$ cat src/rtl/ifetch_if.sv
// ifetch_if: instruction-memory and decoder-side bus of the fetch stage
interface ifetch_if #(parameter int PC_W = 10);
    logic [PC_W-1:0] imem_addr;
    logic [19:0] imem_data;
    logic [19:0] inst;
    logic [4:0] op;
    logic valid;
    logic [PC_W-1:0] pc_out;
    logic stall;
    logic br_taken;
    logic [14:0] br_amt;
    modport master(output imem_addr, inst, op, valid, pc_out, input imem_data, stall, br_taken, br_amt);
    modport slave(input imem_addr, inst, op, valid, pc_out, output imem_data, stall, br_taken, br_amt);
endinterface

$ cat src/rtl/ifetch.sv
// ifetch: program counter, sync-read imem fetch, relative branch and halt
module ifetch #(
    parameter int PC_W = 10,
    parameter logic [4:0] HALT_OP = 5'd31
) (
    input logic clk,
    input logic reset,
    input logic start,
    input logic [PC_W-1:0] start_pc,
    output logic done,
    ifetch_if.master b
);
    typedef enum logic [1:0] {IDLE, RUN, HALT} state_t;
    state_t state, state_n;
    logic [PC_W-1:0] pc, pc_n, f_pc, f_pc_n, pc_out, pc_out_n;
    logic [19:0] inst, inst_n;
    logic f_vld, f_vld_n, valid, valid_n, done_n;
    logic adv, hit, br, squash, take;
    assign adv = state == RUN && !b.stall;
    assign hit = adv && valid && inst[19:15] == HALT_OP;
    assign br = adv && valid && b.br_taken && !hit;
    assign squash = br || hit;
    assign take = f_vld && !squash;
    // while stalled, re-read the pending word so imem_data is still valid on release
    assign b.imem_addr = (state == RUN && b.stall) ? f_pc : pc;
    assign b.inst = inst;
    assign b.op = inst[19:15];
    assign b.valid = valid;
    assign b.pc_out = pc_out;
    always_comb begin
        state_n = state;
        pc_n = pc;
        f_pc_n = f_pc;
        f_vld_n = f_vld;
        inst_n = inst;
        pc_out_n = pc_out;
        valid_n = valid;
        done_n = done;
        if (start) begin
            state_n = RUN;
            pc_n = start_pc;
            f_vld_n = 1'b0;
            valid_n = 1'b0;
            done_n = 1'b0;
        end else if (adv) begin
            state_n = hit ? HALT : RUN;
            pc_n = br ? pc_out + PC_W'($signed(b.br_amt)) : pc + 1'b1;
            f_pc_n = pc;
            f_vld_n = !squash;
            valid_n = take;
            inst_n = take ? b.imem_data : inst;
            pc_out_n = take ? f_pc : pc_out;
            done_n = hit;
        end
    end
    always_ff @(posedge clk or posedge reset) begin
        if (reset) begin
            state <= IDLE;
            pc <= '0;
            f_pc <= '0;
            f_vld <= 1'b0;
            inst <= '0;
            pc_out <= '0;
            valid <= 1'b0;
            done <= 1'b0;
        end else begin
            state <= state_n;
            pc <= pc_n;
            f_pc <= f_pc_n;
            f_vld <= f_vld_n;
            inst <= inst_n;
            pc_out <= pc_out_n;
            valid <= valid_n;
            done <= done_n;
        end
    end
endmodule

$ cat src/flat_wrapper.sv
// flat-port wrapper written by rule: the top's interface ports become plain ports
module ifetch_flat 
#(
    parameter int PC_W = 10,
    parameter logic [4:0] HALT_OP = 5'd31
)
  (clk, reset, start, start_pc, done, b_imem_addr, b_inst, b_op, b_valid, b_pc_out, b_imem_data, b_stall, b_br_taken, b_br_amt);
  ifetch_if #(.PC_W(PC_W)) b_i ();
  input logic clk;
  input logic reset;
  input logic start;
  input logic [PC_W-1:0] start_pc;
  output logic done;
  output wire logic [$bits(b_i.imem_addr)-1:0] b_imem_addr;
  output wire logic [$bits(b_i.inst)-1:0] b_inst;
  output wire logic [$bits(b_i.op)-1:0] b_op;
  output wire logic [$bits(b_i.valid)-1:0] b_valid;
  output wire logic [$bits(b_i.pc_out)-1:0] b_pc_out;
  input wire logic [$bits(b_i.imem_data)-1:0] b_imem_data;
  input wire logic [$bits(b_i.stall)-1:0] b_stall;
  input wire logic [$bits(b_i.br_taken)-1:0] b_br_taken;
  input wire logic [$bits(b_i.br_amt)-1:0] b_br_amt;
  assign b_imem_addr = b_i.imem_addr;
  assign b_inst = b_i.inst;
  assign b_op = b_i.op;
  assign b_valid = b_i.valid;
  assign b_pc_out = b_i.pc_out;
  assign b_i.imem_data = b_imem_data;
  assign b_i.stall = b_stall;
  assign b_i.br_taken = b_br_taken;
  assign b_i.br_amt = b_br_amt;
  ifetch #(.PC_W(PC_W), .HALT_OP(HALT_OP)) u_core (.clk(clk), .reset(reset), .start(start), .start_pc(start_pc), .done(done), .b(b_i));
endmodule
$ cat config.mk
export PLATFORM = sky130hd
export DESIGN_NAME = ifetch_flat
export DESIGN_NICKNAME = d
export VERILOG_FILES = /design/src/rtl/ifetch_if.sv /design/src/rtl/ifetch.sv /design/src/flat_wrapper.sv
export SDC_FILE = /design/constraint.sdc
export NUM_CORES = 1
export LEC_CHECK = 0
export CAP_MARGIN = 20
export CORE_ASPECT_RATIO = 0.8
export CORE_MARGIN = 5
export CORE_UTILIZATION = 34
export CTS_CLUSTER_SIZE = 20
export DETAILED_ROUTE_END_ITERATION = 10
export PLACE_DENSITY = 0.61
export SLEW_MARGIN = 30
export SYNTH_ARGS = -nofsm -noshare
export SYNTH_HDL_FRONTEND = slang
export SYNTH_SLANG_ARGS = --single-unit
export TNS_END_PERCENT = 30
$ cat constraint.sdc
create_clock -name clk -period 2.1 [get_ports clk]
set_clock_uncertainty 0.05 [all_clocks]
set_input_delay 0.21 -clock clk [delete_from_list [all_inputs] [get_ports clk]]
set_output_delay 0.21 -clock clk [all_outputs]
set_load 0.02 [all_outputs]
==> results_dict.tcl, run 1 <==
set metrics [dict create \
    swShare_pct 36.3 \
    area_growth_syn_to_layout_pct 47.0 \
    yosys.area_share.simple_pct 11.1 \
    placement.io_buffers 91 \
    synth_fa_ha_area_share_pct 4.86 \
    dp.cells 492 \
    cts_made_buffers 5 \
    p_clk_share_pct 14.6 \
    drc_errors 0 \
    cts_buffer_depth 2 \
    synth-xor-area-share_pct 2.35 \
    total_power_mw 4.01 \
    routedWlPerCell_um 15.9 \
    slew_violations 0 \
    final_cell_mix "clkdlybuf4s50_1 (81), dfrtp_1 (54), mux2_2 (46), buf_4 (34), nand2_1 (22)" \
    synth_top_family_by_area "multiplexers" \
    routed_wirelength_mm 7.96 \
    io_pins 97 \
    diodes 0 \
    hpwl_mm 6.05 \
    leakage_nw 1.84 \
    insertion_delay_ps 300 \
    fill_cells 788 \
    setup_ws_ps 88.4 \
    crit_path_end_kind "flop" \
    status "completed" \
    rows 30 \
    vias 2510 \
    final_util_pct 51.5 \
    tightest_slew_ps 479 \
    synth_edf_count 0 \
    coreArea_sq_mm 0.00852 \
    fin_nets 450 \
    firstDrtPassIters 4 \
    cts_tree "built" \
    whs_ps 203 \
    syn_avg_cell_area_sq_um 11.1 \
    synth_compound_area_share_pct 14.3 \
    htreeDepth 2 \
    initial_utilization_pct 35.1 \
    internal_power_mw 2.55 \
    clk_pin_slew_worst_paths_ps 100 \
    dp_slack_ps -274 \
    p_sw_mw 1.45 \
    antenna_found_initial 0 \
    fin_crit_sh_pct 95.8 \
    synth_cell_types 49 \
    grt_pass1_vias 2630 \
    async_reset_ff_share_pct 100 \
    layout_commonest_cell "clkdlybuf4s50_1" \
    fin_crit_ps 2010 \
    relSlewSlack_pct 68.1 \
    cts_sinks 54 \
    synth_ff_type "dfrtp_1" \
    syn_nets 330 \
    crit_type "flop to flop" \
    die_area_sq_mm 0.0108 \
    drive_gt1_share_pct 27.9 \
    via_per_inst 5.00 \
    cp.arrival_ps 2160 \
    grt_use_total_pct 15.2 \
    antenna_left 0 \
    yosysSeqAreaShare_pct 45.2 \
    gr-total-overflow 0 \
    initialDrtViolationCount 96 \
    grt_pass1_wl_mm 13.2 \
    fmax_ghz 0.497 \
    cts_root_buffer "clkbuf_8" \
    hp-class "primary input to asynchronous set/reset pin" \
    worstPathRequired_ps 2250 \
    hold_viol 0 \
    ys_warn_count 0 \
    dieWidth_um 115 \
    maxCapViolations 0 \
    power.density_mw_per_mm2 912 \
    seqPwrFrac_pct 36.6 \
    rsz0062_at_grt "no" \
    cp_max_fo 3 \
    grt_max_degree 55 \
    multiInputGateArea_sq_mm 0.00158 \
    synth_seq_cells 54 \
    muxShareOfSynthArea_pct 18.4 \
    seq_area_sq_mm 0.00135 \
    start_kind "flop" \
    die_y_um 93.8 \
    synthCells 269 \
    finalSetupViolations 0 \
    final_cells 502 \
    power.share.combinational_pct 48.8 \
    vdd_drop_max_v 0.000375 \
    routabilityCongestion 0.779 \
    syn_area_sq_mm 0.00299 \
]
==> synthesized netlist by cell type, drive strengths merged, types with 3 or more instances <==
cell type / count / area share, %
dfrtp: 54 / 45
mux2: 47 / 18
nand2: 22 / 2.8
o21ai: 19 / 3.2
buf: 13 / 3.0
nor2: 13 / 1.6
a21oi: 11 / 1.8
ha: 10 / 4.2
nand3: 8 / 1.3
a211oi: 6 / 1.9
nor3: 5 / 1.0
o211ai: 5 / 1.3
xor2: 5 / 1.5
a21o: 4 / 1.0
inv: 4 / 0.50
and2: 3 / 0.63
or3: 3 / 0.63
xnor2: 3 / 0.88
==> final cells by class <==
cell class	count	share of cell area [%]
timing repair buffer	128	27.6
clock buffer	5	1.57
tap	112	3.19
multi-input combinational	195	35.9
clock inverter	3	0.484
sequential	54	30.8
inverter	5	0.427
==> worst max-delay path: stages (launching register included) <==
cell and delay [ps]:
dfrtp_1 420, ha_4 180, fa_2 430, a211oi_4 290, o21ai_1 80, a211o_1 300, nand3_1 90, a2bb2oi_1 60
==> power by group through the flow <==
| stage | Clock, mW | Combinational [mW] | Sequential (mW) |
|---|---|---|---|
| 3_3_place_gp | 0 | 1.92 | 1.48 |
| 6_report | 0.585 | 1.95 | 1.47 |
| 2_1_floorplan | 0 | 0.860 | 1.67 |
| 3_5_place_dp | 0 | 1.93 | 1.49 |
| 5_1_grt | 0.662 | 2.12 | 1.51 |
| 4_1_cts | 0.614 | 1.91 | 1.47 |
==> worst paths after layout <==
path	startpoint	endpoint	slack (ps)	cells past startpoint
worst max-delay path	u_core.b.pc_out[0]	u_core.pc[8]	90	7
worst min-delay path	reset	u_core.b.inst[1]	200	3
worst max register to register	u_core.b.pc_out[0]	u_core.pc[8]	90	7
worst min register to register	u_core.b.inst[2]	u_core.b.inst[2]	450	1
max in group asynchronous	reset	u_core.f_pc[8]	1530	3
min in group clk	start_pc[3]	u_core.pc[3]	430	3
==> kinds of logic (layout without fill, tap and decap cells) <==
family,count (synthesis),after routing
mux,49,49
buf+inv,20,141
simple gates,65,65
xor+xnor,8,8
fa+ha+maj,11,11
flops,54,54
compound gates,62,62
==> sequential cells by signal (all words and copies together), names as in the netlist <==
register and count:
u_core.b.pc_out 10, u_core.f_vld 1, u_core.state 2, u_core.b.inst 20, u_core.pc 10, u_core.b.valid 1, u_core.f_pc 10
==> stage by stage <==
| stage | setup TNS (ps) | area [sq um] |
|---|---|---|
| floorplan | 0 | 2990 |
| global placement | -3120 | 4250 |
| detailed placement | -3460 | 4250 |
| CTS | 0 | 4340 |
| global route | 0 | 4390 |
| finish | 0 | 4390 |
==> what timing repair did <==
item / 4_1_cts / 5_1_grt
pin swaps: 1 / 5
setup endpoints to repair: 12 / 38
setup buffers: 1 / 1
hold buffers: 0 / 0
resized for setup: 10 / 14
cloned: 0 / 0
==> per-layer routing <==
layer	vias to the layer above	part of all wire, %	global-route usage, %
met5	-	0	0
met4	0	0.18	2.05
met3	2	5.0	3.73
met2	60	47	23.7
met1	1216	48	21.7
li1	1232	-	-
No activity file was read; power rests on OpenSTA's default activity.
==> run 2, diff against run 1 <==
--- a/config.mk
+++ b/config.mk
@@ -5,7 +5,6 @@
 export SDC_FILE = /design/constraint.sdc
 export NUM_CORES = 1
 export LEC_CHECK = 0
-export CAP_MARGIN = 20
 export CORE_ASPECT_RATIO = 0.8
 export CORE_MARGIN = 5
 export CORE_UTILIZATION = 34
==> results of run 2 <==
The final DEF is identical to that of run 1; final timing and power are the same.
==> run 3, diff against run 2 <==
--- a/config.mk
+++ b/config.mk
@@ -10,7 +10,7 @@
 export CORE_UTILIZATION = 34
 export CTS_CLUSTER_SIZE = 20
 export DETAILED_ROUTE_END_ITERATION = 10
-export PLACE_DENSITY = 0.61
+export PLACE_DENSITY = 0.59
 export SLEW_MARGIN = 30
 export SYNTH_ARGS = -nofsm -noshare
 export SYNTH_HDL_FRONTEND = slang
==> constraint.sdc (replaced) <==
create_clock -name clk -period 2 [get_ports clk]
set_clock_uncertainty 0.05 [all_clocks]
set_input_delay 0.2 -clock clk [delete_from_list [all_inputs] [get_ports clk]]
set_output_delay 0.2 -clock clk [all_outputs]
set_load 0.02 [all_outputs]
==> run 3 against run 2 <==
Register-to-register slack got worse by 90 ps. Routed wire length rose by 3.0%. Maximum frequency up 0.72%. Via count rose by 1.3%. Design area rose by 1.5%. Largest cell class unchanged.
==> results_dict.tcl, run 3 (synthesis results as in run 1) <==
set metrics [dict create \
    grt_max_degree 38 \
    regMostFlops "u_core.b.inst" \
    final_cell_mix "clkdlybuf4s50_1 (81), dfrtp_1 (53), mux2_2 (46), buf_4 (39), nand2_1 (22)" \
    vdd_drop_max_v 0.000459 \
    hold_buffers 0 \
    crit_path_end_kind "flop" \
    die_area_sq_mm 0.0108 \
    routabilityCongestion 0.830 \
    path_cells "ha_4, fa_2, a211oi_4, o21ai_1, a211o_1, nand3_1, a2bb2oi_1" \
    antenna_found_initial 0 \
    leakage_nw 1.88 \
    routed_wirelength_mm 8.20 \
    diodes 0 \
    hp-class "primary input to asynchronous set/reset pin" \
    gr-total-overflow 0 \
    area_growth_syn_to_layout_pct 49.2 \
    htreeDepth 2 \
    grt_use_total_pct 15.4 \
    total_power_mw 4.39 \
    status "completed" \
    initialDrtViolationCount 66 \
    maxCapViolations 0 \
    cts_tree "built" \
    fin_crit_ps 2000 \
    rows 30 \
    fin_nets 455 \
    firstDrtPassIters 4 \
    insertion_delay_ps 310 \
    cts_root_buffer "clkbuf_8" \
    dp.cells 497 \
    grt_pass1_wl_mm 13.4 \
    antenna_left 0 \
    finalSetupViolations 0 \
    die_y_um 93.8 \
    grt_pass1_vias 2646 \
    tightest_slew_ps 414 \
    placement.io_buffers 91 \
    hold_viol 0 \
    cts_sinks 54 \
    whs_ps 150 \
    final_cells 507 \
    slew_violations 0 \
    vias 2543 \
    drc_errors 0 \
    rsz0062_at_grt "yes" \
    crit_slowest_cell "dfrtp_2" \
    initial_utilization_pct 35.1 \
    max_stage_delay_ps 440 \
    drive_gt1_share_pct 29.4 \
    cts_made_buffers 5 \
    cts_buffer_depth 2 \
    power.density_mw_per_mm2 984 \
    crit_type "flop to flop" \
    largest_reg_flops 20 \
    io_pins 97 \
    routedWlPerCell_um 16.2 \
    fmax_ghz 0.501 \
    cp.arrival_ps 2150 \
    fin_crit_sh_pct 99.9 \
    dieWidth_um 115 \
    start_kind "flop" \
    via_per_inst 5.02 \
    clk_pin_slew_worst_paths_ps 100 \
    worstPathRequired_ps 2150 \
    coreArea_sq_mm 0.00852 \
    hpwl_mm 6.21 \
    layout_commonest_cell "clkdlybuf4s50_1" \
    relSlewSlack_pct 72.4 \
    cp_max_fo 3 \
    final_util_pct 52.3 \
]
==> run 3: path summary, 6_finish.rpt <==
path | cells past startpoint | endpoint | slack [ps] | startpoint
worst max register to register | 7 | u_core.pc[8] | 3 | u_core.b.pc_out[0]
min in group clk | 3 | u_core.pc[0] | 420 | start_pc[0]
worst max-delay path | 7 | u_core.pc[8] | 3 | u_core.b.pc_out[0]
worst min-delay path | 2 | u_core.b.inst[1] | 150 | reset
max in group asynchronous | 3 | u_core.b.pc_out[0] | 1200 | reset
worst min register to register | 1 | u_core.b.inst[2] | 450 | u_core.b.inst[2]
==> run 3: stage by stage <==
step	area, sq um	setup slack [ps]	setup TNS [ps]
after detailed placement	4300	-335	-6500
after global placement	4300	-302	-5760
final	4460	2.86	0
after CTS	4430	-15.3	-24.5
after global routing	4460	-96.2	-200
after floorplan	3000	14.1	0
==> run 3: power by group <==
group	internal, mW	switching (mW)
logic	1.15	1.01
clock network	0.350	0.359
registers	1.34	0.186
==> run 3: layer usage <==
layer	vias up	track usage, %	share of wire [%]
met5	-	0	0
met4	0	2.54	0.44
met3	3	3.35	5.8
met2	75	23.8	46
met1	1229	22.4	48
li1	1236	-	-
==> run 3: layout make-up <==
class | count | area (sq um)
clock buffer | 8 | 110
fill | 809 | 4060
inverter | 5 | 18.8
multi-input combinational | 195 | 1580
sequential | 54 | 1350
tap | 112 | 140
timing repair buffer | 133 | 1250
==> run 3: what timing repair did <==
item,in CTS,in global routing
setup buffers,2,0
gates cloned,0,0
resized for setup,14,11
pin swaps,4,2
setup endpoints to repair,13,40
==> run 3: worst max-delay path, delay by kind of cell (launching register included) <==
kind	cells	cell delay [ps]
and+or+nand+nor	1	80
adders and majority gates	2	560
AOI/OAI and AO/OA	4	740
DFF	1	440
